`config.mk`:
```
export PLATFORM = sky130hd
export DESIGN_NAME = game_status_led_ctrl
export DESIGN_NICKNAME = d
export VERILOG_FILES = /design/src/rtl/game_pkg.sv /design/src/rtl/tick_prescaler.sv /design/src/rtl/game_status_led_ctrl.sv
export SDC_FILE = /design/constraint.sdc
export NUM_CORES = 1
export LEC_CHECK = 0
export ABC_AREA = 0
export CAP_MARGIN = 20
export CORE_UTILIZATION = 55
export DETAILED_ROUTE_END_ITERATION = 6
export HOLD_SLACK_MARGIN = 0.1
export PLACE_DENSITY = 0.78
export SYNTH_ARGS = -nofsm -noshare
export SYNTH_HDL_FRONTEND = slang
export SYNTH_SLANG_ARGS = --single-unit
```
`constraint.sdc`:
```
create_clock -name clk -period 2.6 [get_ports clk]
set_input_delay 0.26 -clock clk [delete_from_list [all_inputs] [get_ports clk]]
set_output_delay 0.26 -clock clk [all_outputs]
set_load 0.005 [all_outputs]
```
`src/rtl/game_pkg.sv`:
```
`default_nettype none
// ============================================================================
// Module  : game_pkg
// Purpose : Shared encodings for the Connect4 game: FSM state codes, game
//           status codes, and the state type of the status LED driver.
// Ports   : none (package)
// Revision: 1.0 - initial release
// ============================================================================
package game_pkg;

    // Game FSM state encodings
    localparam logic [1:0] GAME_INIT = 2'b00;
    localparam logic [1:0] P1_TURN   = 2'b01;
    localparam logic [1:0] P2_TURN   = 2'b10;
    localparam logic [1:0] END_GAME  = 2'b11;

    // Game status encodings
    localparam logic [1:0] STILL_PLAYING = 2'b00;
    localparam logic [1:0] P1_WINS       = 2'b01;
    localparam logic [1:0] P2_WINS       = 2'b10;
    localparam logic [1:0] TIE           = 2'b11;

    // Status LED driver states
    typedef enum logic [2:0] {
        S_IDLE  = 3'd0,
        S_TURN  = 3'd1,
        S_BLINK = 3'd2,
        S_CHASE = 3'd3,
        S_HOLD  = 3'd4
    } led_fsm_e;

endpackage : game_pkg
`default_nettype wire

```
`src/rtl/tick_prescaler.sv`:
```
`default_nettype none
// ============================================================================
// Module  : tick_prescaler
// Purpose : Free-running 0..DIV-1 counter with a single-cycle tick while the
//           count sits at DIV-1; wraps to 0 on that tick.
// Ports   : clk   - rising-edge clock
//           rst_n - asynchronous active-low reset
//           clear - synchronous restart of the count at 0
//           tick  - high while the count equals DIV-1
// Revision: 1.0 - initial release
// ============================================================================
module tick_prescaler #(
    parameter int DIV = 1,
    parameter int W   = $clog2(DIV + 1)
) (
    input  logic clk,
    input  logic rst_n,
    input  logic clear,
    output logic tick
);

    logic [W-1:0] r_cnt;

    assign tick = (r_cnt == W'(DIV - 1));

    always_ff @(posedge clk or negedge rst_n) begin
        if (!rst_n) begin
            r_cnt <= '0;
        end else if (clear || tick) begin
            r_cnt <= '0;
        end else begin
            r_cnt <= r_cnt + 1'b1;
        end
    end

endmodule : tick_prescaler
`default_nettype wire

```
`src/rtl/game_status_led_ctrl.sv`:
```
`default_nettype none
// ============================================================================
// Module  : game_status_led_ctrl
// Purpose : Drives the board status LED row from the game FSM state and the
//           game status: steady turn indicator during play, winner blink or
//           tie chase at end of game, then a steady hold with anim_done.
// Ports   : clk         - rising-edge clock
//           rst_n       - asynchronous active-low reset
//           state       - game FSM state (GAME_INIT/P1_TURN/P2_TURN/END_GAME)
//           game_status - STILL_PLAYING/P1_WINS/P2_WINS/TIE
//           leds        - registered LED drive, NUM_LEDS wide
//           anim_done   - registered, high while the end-of-game hold shows
// Revision: 1.0 - initial release
// ============================================================================
module game_status_led_ctrl #(
    parameter int NUM_LEDS    = 8,
    parameter int BLINK_DIV   = 25_000_000,
    parameter int WIN_FLASHES = 3,
    parameter int CHASE_DIV   = 6_250_000,
    parameter int TIE_LAPS    = 2
) (
    input  logic                clk,
    input  logic                rst_n,
    input  logic [1:0]          state,
    input  logic [1:0]          game_status,
    output logic [NUM_LEDS-1:0] leds,
    output logic                anim_done
);
    import game_pkg::*;

    localparam int c_MAX_DIV   = (BLINK_DIV > CHASE_DIV) ? BLINK_DIV : CHASE_DIV;
    localparam int c_PRE_W     = $clog2(c_MAX_DIV + 1);
    localparam int c_POS_W     = $clog2(NUM_LEDS);
    localparam int c_HALF_W    = $clog2(2 * WIN_FLASHES + 2);
    localparam int c_LAP_W     = $clog2(TIE_LAPS + 2);
    // Guarded so a zero count never produces a negative constant
    localparam int c_LAST_HALF = (WIN_FLASHES > 0) ? 2 * WIN_FLASHES - 1 : 0;
    localparam int c_LAST_LAP  = (TIE_LAPS > 0) ? TIE_LAPS - 1 : 0;

    localparam logic [NUM_LEDS-1:0] c_ONE   = {{(NUM_LEDS-1){1'b0}}, 1'b1};
    localparam logic [NUM_LEDS-1:0] c_ALL   = {NUM_LEDS{1'b1}};
    localparam logic [NUM_LEDS-1:0] c_TURN1 = c_ONE << (NUM_LEDS/2 - 1);
    localparam logic [NUM_LEDS-1:0] c_TURN2 = c_ONE << (NUM_LEDS/2);
    localparam logic [NUM_LEDS-1:0] c_WIN1  = c_ONE;
    localparam logic [NUM_LEDS-1:0] c_WIN2  = c_ONE << (NUM_LEDS - 1);

    led_fsm_e              r_fsm,    w_fsm_nxt;
    logic [NUM_LEDS-1:0]   r_leds,   w_leds_nxt;
    logic                  r_done,   w_done_nxt;
    logic [c_POS_W-1:0]    r_pos,    w_pos_nxt;
    logic [c_HALF_W-1:0]   r_halves, w_halves_nxt;
    logic [c_LAP_W-1:0]    r_laps,   w_laps_nxt;
    logic [3:0]            r_prev;
    logic                  r_valid;

    logic                  w_restart;
    logic                  w_blink_tick;
    logic                  w_chase_tick;
    logic [NUM_LEDS-1:0]   w_tgt;
    logic [c_POS_W-1:0]    w_pos_inc;
    logic [c_HALF_W-1:0]   w_halves_inc;

    // The first sample after reset always counts as a change, so inputs held
    // across a reset restart their pattern from t=1.
    assign w_restart    = !r_valid || ({state, game_status} != r_prev);
    // Outside a restart the live inputs equal the stored sample, so the
    // winner target can be decoded straight from game_status.
    assign w_tgt        = (game_status == P2_WINS) ? c_WIN2 : c_WIN1;
    assign w_pos_inc    = r_pos + 1'b1;
    assign w_halves_inc = r_halves + 1'b1;

    tick_prescaler #(.DIV(BLINK_DIV), .W(c_PRE_W)) u_blink_pre (
        .clk   (clk),
        .rst_n (rst_n),
        .clear (w_restart),
        .tick  (w_blink_tick)
    );

    tick_prescaler #(.DIV(CHASE_DIV), .W(c_PRE_W)) u_chase_pre (
        .clk   (clk),
        .rst_n (rst_n),
        .clear (w_restart),
        .tick  (w_chase_tick)
    );

    always_ff @(posedge clk or negedge rst_n) begin
        if (!rst_n) begin
            r_fsm    <= S_IDLE;
            r_leds   <= '0;
            r_done   <= 1'b0;
            r_pos    <= '0;
            r_halves <= '0;
            r_laps   <= '0;
            r_prev   <= '0;
            r_valid  <= 1'b0;
        end else begin
            r_fsm    <= w_fsm_nxt;
            r_leds   <= w_leds_nxt;
            r_done   <= w_done_nxt;
            r_pos    <= w_pos_nxt;
            r_halves <= w_halves_nxt;
            r_laps   <= w_laps_nxt;
            r_prev   <= {state, game_status};
            r_valid  <= 1'b1;
        end
    end

    always_comb begin
        w_fsm_nxt    = r_fsm;
        w_leds_nxt   = r_leds;
        w_done_nxt   = r_done;
        w_pos_nxt    = r_pos;
        w_halves_nxt = r_halves;
        w_laps_nxt   = r_laps;

        if (w_restart) begin
            w_pos_nxt    = '0;
            w_halves_nxt = '0;
            w_laps_nxt   = '0;
            w_done_nxt   = 1'b0;
            case (state)
                P1_TURN: begin
                    w_fsm_nxt  = S_TURN;
                    w_leds_nxt = c_TURN1;
                end
                P2_TURN: begin
                    w_fsm_nxt  = S_TURN;
                    w_leds_nxt = c_TURN2;
                end
                END_GAME: begin
                    if (game_status == P1_WINS || game_status == P2_WINS) begin
                        w_leds_nxt = w_tgt;
                        if (WIN_FLASHES == 0) begin
                            w_fsm_nxt  = S_HOLD;
                            w_done_nxt = 1'b1;
                        end else begin
                            w_fsm_nxt  = S_BLINK;
                        end
                    end else if (TIE_LAPS == 0) begin
                        // STILL_PLAYING at END_GAME falls in with TIE
                        w_fsm_nxt  = S_HOLD;
                        w_leds_nxt = c_ALL;
                        w_done_nxt = 1'b1;
                    end else begin
                        w_fsm_nxt  = S_CHASE;
                        w_leds_nxt = c_ONE;
                    end
                end
                default: begin
                    w_fsm_nxt  = S_IDLE;
                    w_leds_nxt = '0;
                end
            endcase
        end else begin
            case (r_fsm)
                S_BLINK: begin
                    // Each tick ends one half-period; even count = on phase
                    if (w_blink_tick) begin
                        if (r_halves == c_HALF_W'(c_LAST_HALF)) begin
                            w_fsm_nxt  = S_HOLD;
                            w_leds_nxt = w_tgt;
                            w_done_nxt = 1'b1;
                        end else begin
                            w_halves_nxt = w_halves_inc;
                            w_leds_nxt   = w_halves_inc[0] ? '0 : w_tgt;
                        end
                    end
                end
                S_CHASE: begin
                    if (w_chase_tick) begin
                        if (r_pos == c_POS_W'(NUM_LEDS - 1)) begin
                            if (r_laps == c_LAP_W'(c_LAST_LAP)) begin
                                w_fsm_nxt  = S_HOLD;
                                w_leds_nxt = c_ALL;
                                w_done_nxt = 1'b1;
                            end else begin
                                w_laps_nxt = r_laps + 1'b1;
                                w_pos_nxt  = '0;
                                w_leds_nxt = c_ONE;
                            end
                        end else begin
                            w_pos_nxt  = w_pos_inc;
                            w_leds_nxt = c_ONE << w_pos_inc;
                        end
                    end
                end
                default: begin
                    // IDLE, TURN and HOLD are static until the inputs change
                end
            endcase
        end
    end

    assign leds      = r_leds;
    assign anim_done = r_done;

endmodule : game_status_led_ctrl
`default_nettype wire

```
## Word level (Yosys, flattened, before mapping)

Cells that the tools add are included.

| cells by class | value |
|---|---|
| $add $sub $neg | 5 |
| equality and inequality tests | 21 |
| shift operators | 1 |
| muxes and demuxes | 43 |
| reductions and logical operators | 17 |

Operators by type and width:

| cell | number |
|---|---|
| 8-bit two-way mux | 9 |
| 25-bit by 1-bit adder with 25-bit output, second input constant | 2 |
| 25-bit two-way mux | 2 |
| 3-bit two-way mux | 15 |
| 25-bit by 23-bit equality test with 1-bit output, second input constant | 1 |
| 25-bit equality test, second input constant | 1 |
| 8-bit case mux with 3 select lines | 1 |
| 8-bit case mux with 2 select lines | 1 |
| 3-bit by 2-bit inequality test with 1-bit output, second input constant | 4 |
| 2-bit two-way mux | 5 |
| 2-bit nonzero test | 5 |
| 3-bit AND reduction | 3 |
| 1-bit by 3-bit left shift with 8-bit output, first input constant | 1 |
| 1-bit two-way mux | 7 |
| 3-bit by 1-bit adder with 3-bit output, second input constant | 2 |
| 2-bit by 1-bit equality test with 1-bit output, second input constant | 3 |
| 2-bit equality test, second input constant | 3 |
| 3-bit by 2-bit equality test with 1-bit output, second input constant | 2 |
| 3-bit equality test, second input constant | 2 |
| 3-bit by 1-bit inequality test with 1-bit output, second input constant | 2 |
| 3-bit case mux with 2 select lines | 1 |
| 6-bit AND reduction | 1 |
| 1-bit logical OR | 4 |
| 2-bit by 1-bit inequality test with 1-bit output, second input constant | 2 |
| 8 further kinds | 8 |

| storage, ports and cells | value |
|---|---|
| register bits | 75 |
| output and inout bits | 9 |
| word-level logic and storage cells | 97 |

## Logic depth before layout (Yosys ltp)

Gate-level depths: netlist (run 1).

| logic depth | value |
|---|---|
| word-level depth | 7 |
| depth in mapped cells | 8 |
| depth with buffers taken out | 7 |

## Cells and area by module

Synthesis (run 1) repeated with hierarchy kept, for this count alone.

| unflattened totals | value |
|---|---|
| cell total of the unflattened synthesis | 425 |
| area total of the unflattened synthesis | 4082.7 um^2 |

By module, submodules not included:

| module | times used | cells an instance | area an instance (um^2) | seq. area each (um^2) |
|---|---|---|---|---|
| game_status_led_ctrl | 1 | 143 | 1435.1 | 600.6 |
| tick_prescaler at u_blink_pre | 1 | 141 | 1327.5 | 625.6 |
| tick_prescaler at u_chase_pre | 1 | 141 | 1320.0 | 625.6 |

## Least setup slack after synthesis (run 1)

OpenSTA, ideal clock, no wires.

| timing | value |
|---|---|
| kind | register -> register |
| start point | register u_blink_pre.r_cnt[10] |
| end point | register r_leds[0], in the netlist leds[0] |
| library setup time | 120 ps |
| data arrival time | 2432 ps |
| data required time | 2480 ps |
| path slack | 49 ps |
| stages on the path, launching flop included | 7 |
| buffers on the path | 1 |
| cell sequence | dfrtp_1 or4_1 or4_1 o32a_1 buf_2 a2111o_1 a31o_1 |

| between the ends | value |
|---|---|
| cells in the longest elaborated chain, start to end | 3 |

RTL lines:

| element | line | RTL |
|---|---|---|
| start, declared | tick_prescaler.sv:22 | `logic [W-1:0] r_cnt;` |
| start signal, assigned | tick_prescaler.sv:32 | `r_cnt <= r_cnt + 1'b1;` |
| 25-bit equality test | tick_prescaler.sv:24 | `assign tick = (r_cnt == W'(DIV - 1));` |
| 3-bit by 1-bit inequality test with 1-bit output (no line) | n/a |  |
| 3-bit AND reduction (no line) | n/a |  |
| end signal, assigned | game_status_led_ctrl.sv:98 | `r_leds <= w_leds_nxt;` |
| end, declared | game_status_led_ctrl.sv:48 | `logic [NUM_LEDS-1:0] r_leds, w_leds_nxt;` |

Every way passes these cells.
A chain may end at the register's enable or synchronous reset.

## Worst setup path in the final report (run 1)

| timing | value |
|---|---|
| start point | register u_blink_pre.r_cnt[10] |
| end point | register r_leds[6], in the netlist leds[6] |

The elaborated chain is that of the path after synthesis.

==> flow_summary.rst, run 1 <==
.. list-table::
   :header-rows: 1

   * - Metric
     - Value
   * - Number of cell instances on the worst register-to-register path
     - 5
   * - Initial antenna violation count
     - 0
   * - First DRT Iteration DRCs
     - ~130
   * - Total power divided by cell area
     - 475.1 nW/um^2
   * - Die H
     - 86.18 um
   * - Global Route Usage Sum
     - 0.2182
   * - Capture point of the critical path
     - leds[6]
   * - Crit path time final
     - 2.532 ns
   * - Leakage power figure
     - ~1.7 nW
   * - Register-to-Register Setup Slack
     - 0.07 ns
   * - Delay of the slowest cell on the worst path
     - between 0.5 and 0.6 ns
   * - Global-route wire length before repair
     - 12800 um
   * - Max Clock Skew
     - roughly 0.012 ns
   * - Share of the core filled with cells
     - 0.6485
   * - Clk Tree Root Cell
     - sky130_fd_sc_hd__clkbuf_8
   * - Vias per cell
     - 5.572
   * - Clock-pin slew reported for the worst setup and hold paths after clock tree synthesis
     - approximately 0.08 ns
   * - Setup CP Type
     - register to register
   * - Number of nets in the finished design
     - about 460
   * - Worst VDD drop
     - 0.4261 mV
   * - Area of the placeable core
     - 6832 um^2
   * - Final setup violation count
     - 0
   * - Min-Delay Path Class
     - input pin to register
   * - Total Routed Length
     - between 7000 and 8000 um
   * - Via count of the first global-routing pass
     - 2823
   * - Syn-to-layout area delta
     - 13.68%
   * - Arr. time, crit path
     - 2.82 ns
   * - Top achievable clock speed
     - 394.9 MHz
   * - Number of warning messages in the yosys log
     - 0
   * - Standard cell with the maximum stage delay on the critical path
     - sky130_fd_sc_hd__or4_4
   * - Area share of the largest cell type after synthesis
     - 0.4751
   * - Number of sinks driven by the clock tree
     - 74
   * - Total cell area at the placement stage
     - 4200 um^2
   * - Switching Fraction
     - 0.2417
   * - CTS tree
     - built
   * - Total of flip-flops plus latches after synthesis
     - 74
   * - Req. time, crit path
     - 2.89 ns
   * - Initial core utilization
     - 0.5705
   * - Final Hold Violating Endpoints
     - 0
   * - Number of routed nets with antenna violations
     - 0
   * - Number of buffers created by CTS
     - 9
   * - Mapped Nets
     - 435
   * - Antenna Cells
     - 0
   * - Max-cap violations
     - 0
   * - Number of buffers added on ports
     - 14
   * - Top cells by count, synth
     - 74 x sky130_fd_sc_hd__dfrtp_1, 66 x sky130_fd_sc_hd__nor2_1, 42 x sky130_fd_sc_hd__xnor2_1, 28 x sky130_fd_sc_hd__nand2_1, 20 x sky130_fd_sc_hd__inv_1
   * - Source of the critical timing path
     - u_blink_pre.r_cnt[10]
   * - Slew at the pin closest to its max-slew limit
     - approximately 0.66 ns
   * - Relative slew slack
     - 0.5629
   * - I/O pin count
     - 15
   * - Fill cell total of the finished layout
     - 573
   * - Worst flop-to-flop path startpoint
     - u_blink_pre.r_cnt[10]
   * - Cell Int Power
     - 1.596 mW
   * - Maximum fanout along the worst path
     - 5
   * - Placer's final routability congestion estimate
     - around 0.78
   * - Final hold slack
     - 0.4258 ns
   * - RSZ-0062 raised after global routing
     - true
   * - Sequential group share of total power
     - 0.557
   * - Slack of the critical path
     - 0.06753 ns
   * - Total iterations of the first detailed-routing run
     - 4
   * - Dpl hpwl
     - 5031 um
   * - Cell taking the most area after synthesis
     - sky130_fd_sc_hd__dfrtp_1
   * - Post-layout instance count excluding filler cells
     - 535
   * - Part of the power in the clock network
     - 0.396
   * - Largest net degree at the start of global routing
     - 47
   * - Sequential area share after synthesis
     - 0.4751
   * - Finished layout cell area
     - 4431 um^2
   * - Top cells by area, synth
     - sky130_fd_sc_hd__dfrtp_1 48%, sky130_fd_sc_hd__xnor2_1 9.4%, sky130_fd_sc_hd__nor2_1 6.4%
   * - Floorplan die width
     - 86.18 um
   * - Via count
     - approximately 3000
   * - Combinational share of power
     - 0.047
   * - Critical path's most frequent cell
     - sky130_fd_sc_hd__or4_4
   * - Result of the run
     - finished clean
   * - Number of buffers on the longest clock path
     - 2
   * - Dpl cells
     - 517
   * - CP Launch Type
     - register
   * - Crit-path cells
     - or4_4, or4_4, o32a_4, or4_1, a21oi_2
   * - Worst setup slack before clock tree synthesis
     - -0.03244 ns
   * - DRC violation count after routing
     - 0
   * - Gate Count Post-Synth
     - 411
   * - Total global routing overflow
     - 0
   * - Synthesized area divided by synthesized cell count
     - between 9 and 10 um^2
   * - Crit. End Element
     - register
   * - Clock insertion delay at the later pin of the skew report
     - 0.36 ns
   * - Most used standard cell by instance count after synthesis
     - sky130_fd_sc_hd__dfrtp_1
   * - Number of flops mapped to enable cells by yosys
     - 0
   * - Pins Over Slew Limit
     - 0
   * - Wire length per cell
     - 14.18 um
   * - Final setup TNS
     - 0 ns
   * - Fraction of registers with async set or reset after synthesis
     - 1.000
   * - Share of cells above drive strength 1
     - 0.09112
   * - Count of unique library cells instantiated by Yosys
     - 45
   * - Mapped cell area
     - 3897 um^2
   * - Number of rows in the core area
     - 30
   * - Reg2reg end
     - leds[6]
   * - Switching power
     - 508.8 uW
   * - Overall Power
     - 2.105 mW
   * - Die area
     - approximately 7400 um^2
   * - H-tree depth
     - 3
   * - Most used DFF post-synth
     - sky130_fd_sc_hd__dfrtp_1
   * - Tcrit/Tclk final
     - 0.9740
layout make-up:
class,instances,area (um^2),share of cell area
clock inverter,4,26.28,0.005931
timing repair buffer,26,252.7,0.05705
tap,96,120.1,0.02711
multi-input combinational,303,1949,0.4400
inverter,20,75.07,0.01694
sequential,74,1852,0.4180
clock buffer,12,155.1,0.03502
state kept, by name, summed over array words and instances, names as in the netlist:
signal             flops
r_fsm                  3
r_halves               3
u_chase_pre.r_cnt     25
r_prev                 4
r_pos                  3
u_blink_pre.r_cnt     25
r_laps                 2
leds                   8
r_valid                1
cell usage in the layout, fill, tap and decap left out, types with 3 or more instances in the layout:
master,netlist,layout
sky130_fd_sc_hd__xor2_1,8,8
sky130_fd_sc_hd__or3_1,5,5
sky130_fd_sc_hd__clkbuf_8,0,11
sky130_fd_sc_hd__clkdlybuf4s50_1,0,13
sky130_fd_sc_hd__ha_1,18,18
sky130_fd_sc_hd__nor4_1,12,12
sky130_fd_sc_hd__nor4b_1,5,5
sky130_fd_sc_hd__nor3_1,12,12
sky130_fd_sc_hd__dfrtp_1,74,74
sky130_fd_sc_hd__or4_1,6,4
sky130_fd_sc_hd__or2_2,3,3
sky130_fd_sc_hd__buf_4,0,9
sky130_fd_sc_hd__nand2_1,28,28
sky130_fd_sc_hd__xnor2_1,42,42
sky130_fd_sc_hd__nor2_1,66,66
sky130_fd_sc_hd__a21oi_1,16,14
sky130_fd_sc_hd__nand3_1,19,19
sky130_fd_sc_hd__and4_1,5,5
sky130_fd_sc_hd__and3_1,5,5
sky130_fd_sc_hd__nand4_1,9,9
sky130_fd_sc_hd__inv_1,20,20
sky130_fd_sc_hd__o21ai_0,12,12
sky130_fd_sc_hd__o31ai_1,3,3
how the worst min path moves through the flow:
stage | startpoint | to | slack [ns] | cells after the start
6_report | game_status[0] | r_prev[0] | 0.43 | 1
5_1_grt | game_status[0] | r_prev[0] | 0.46 | 1
4_1_cts | game_status[0] | r_prev[0] | 0.43 | 1
3_5_place_dp | rst_n | leds[1] | 0.32 | 1
3_3_place_gp | rst_n | leds[2] | 0.33 | 1
2_1_floorplan | rst_n | leds[0] | -0.04 | 0
what timing repair did:
item                                    in CTS  in global routing
pin swaps                                    1                  3
endpoints found under the setup margin       4                  5
endpoints found under the hold margin       28                  0
hold buffers                                 1                  0
gates cloned                                 0                  1
resized for setup                            2                  4
buffers inserted                             0                  0
worst max-delay path, delay by kind of cell (launching register included):
family | cells | cell delay, ns
AOI/OAI and AO/OA | 2 | 0.58
DFF | 1 | 0.38
and+or+nand+nor | 3 | 1.51
power groups by stage:
stage               Clock (mW)  Sequential (mW)  Combinational, mW
floorplan                    0             1.19             0.0476
global placement             0             1.19             0.0971
detailed placement           0             1.19             0.0987
CTS                      0.844             1.17              0.101
global route             0.899             1.17              0.112
finish                   0.833             1.17             0.0985
layer usage:
metal / track usage / vias to the layer above / wire length (um)
met2: 0.3593 / 51 / 3592
li1: - / 1457 / -
met1: 0.2845 / 1459 / 3597
met5: 0 / - / 0
met4: 0.08030 / 0 / 146
met3: 0.04762 / 14 / 248
logic make-up after synthesis:
| logic type | count (synthesis) | share of synthesized area |
|---|---|---|
| adder cells (fa/ha/maj) | 18 | 0.05779 |
| AND/OR/NAND/NOR | 188 | 0.2465 |
| buffers and inverters | 35 | 0.03467 |
| XOR/XNOR | 50 | 0.1124 |
| multiplexers | 1 | 0.002568 |
| flip-flops | 74 | 0.4751 |
| other | 1 | 0.0009622 |
| AO/OA/AOI/OAI | 44 | 0.06999 |
No activity file was read; power rests on OpenSTA's default activity.
==> inputs of run 2 (changes only) <==
--- a/config.mk
+++ b/config.mk
@@ -5,9 +5,9 @@
 export SDC_FILE = /design/constraint.sdc
 export NUM_CORES = 1
 export LEC_CHECK = 0
-export ABC_AREA = 0
 export CAP_MARGIN = 20
 export CORE_UTILIZATION = 55
+export CTS_CLUSTER_DIAMETER = 60
 export DETAILED_ROUTE_END_ITERATION = 6
 export HOLD_SLACK_MARGIN = 0.1
 export PLACE_DENSITY = 0.78
==> results of run 2 <==
No change in the layout: final DEF, timing and power equal those of run 1.
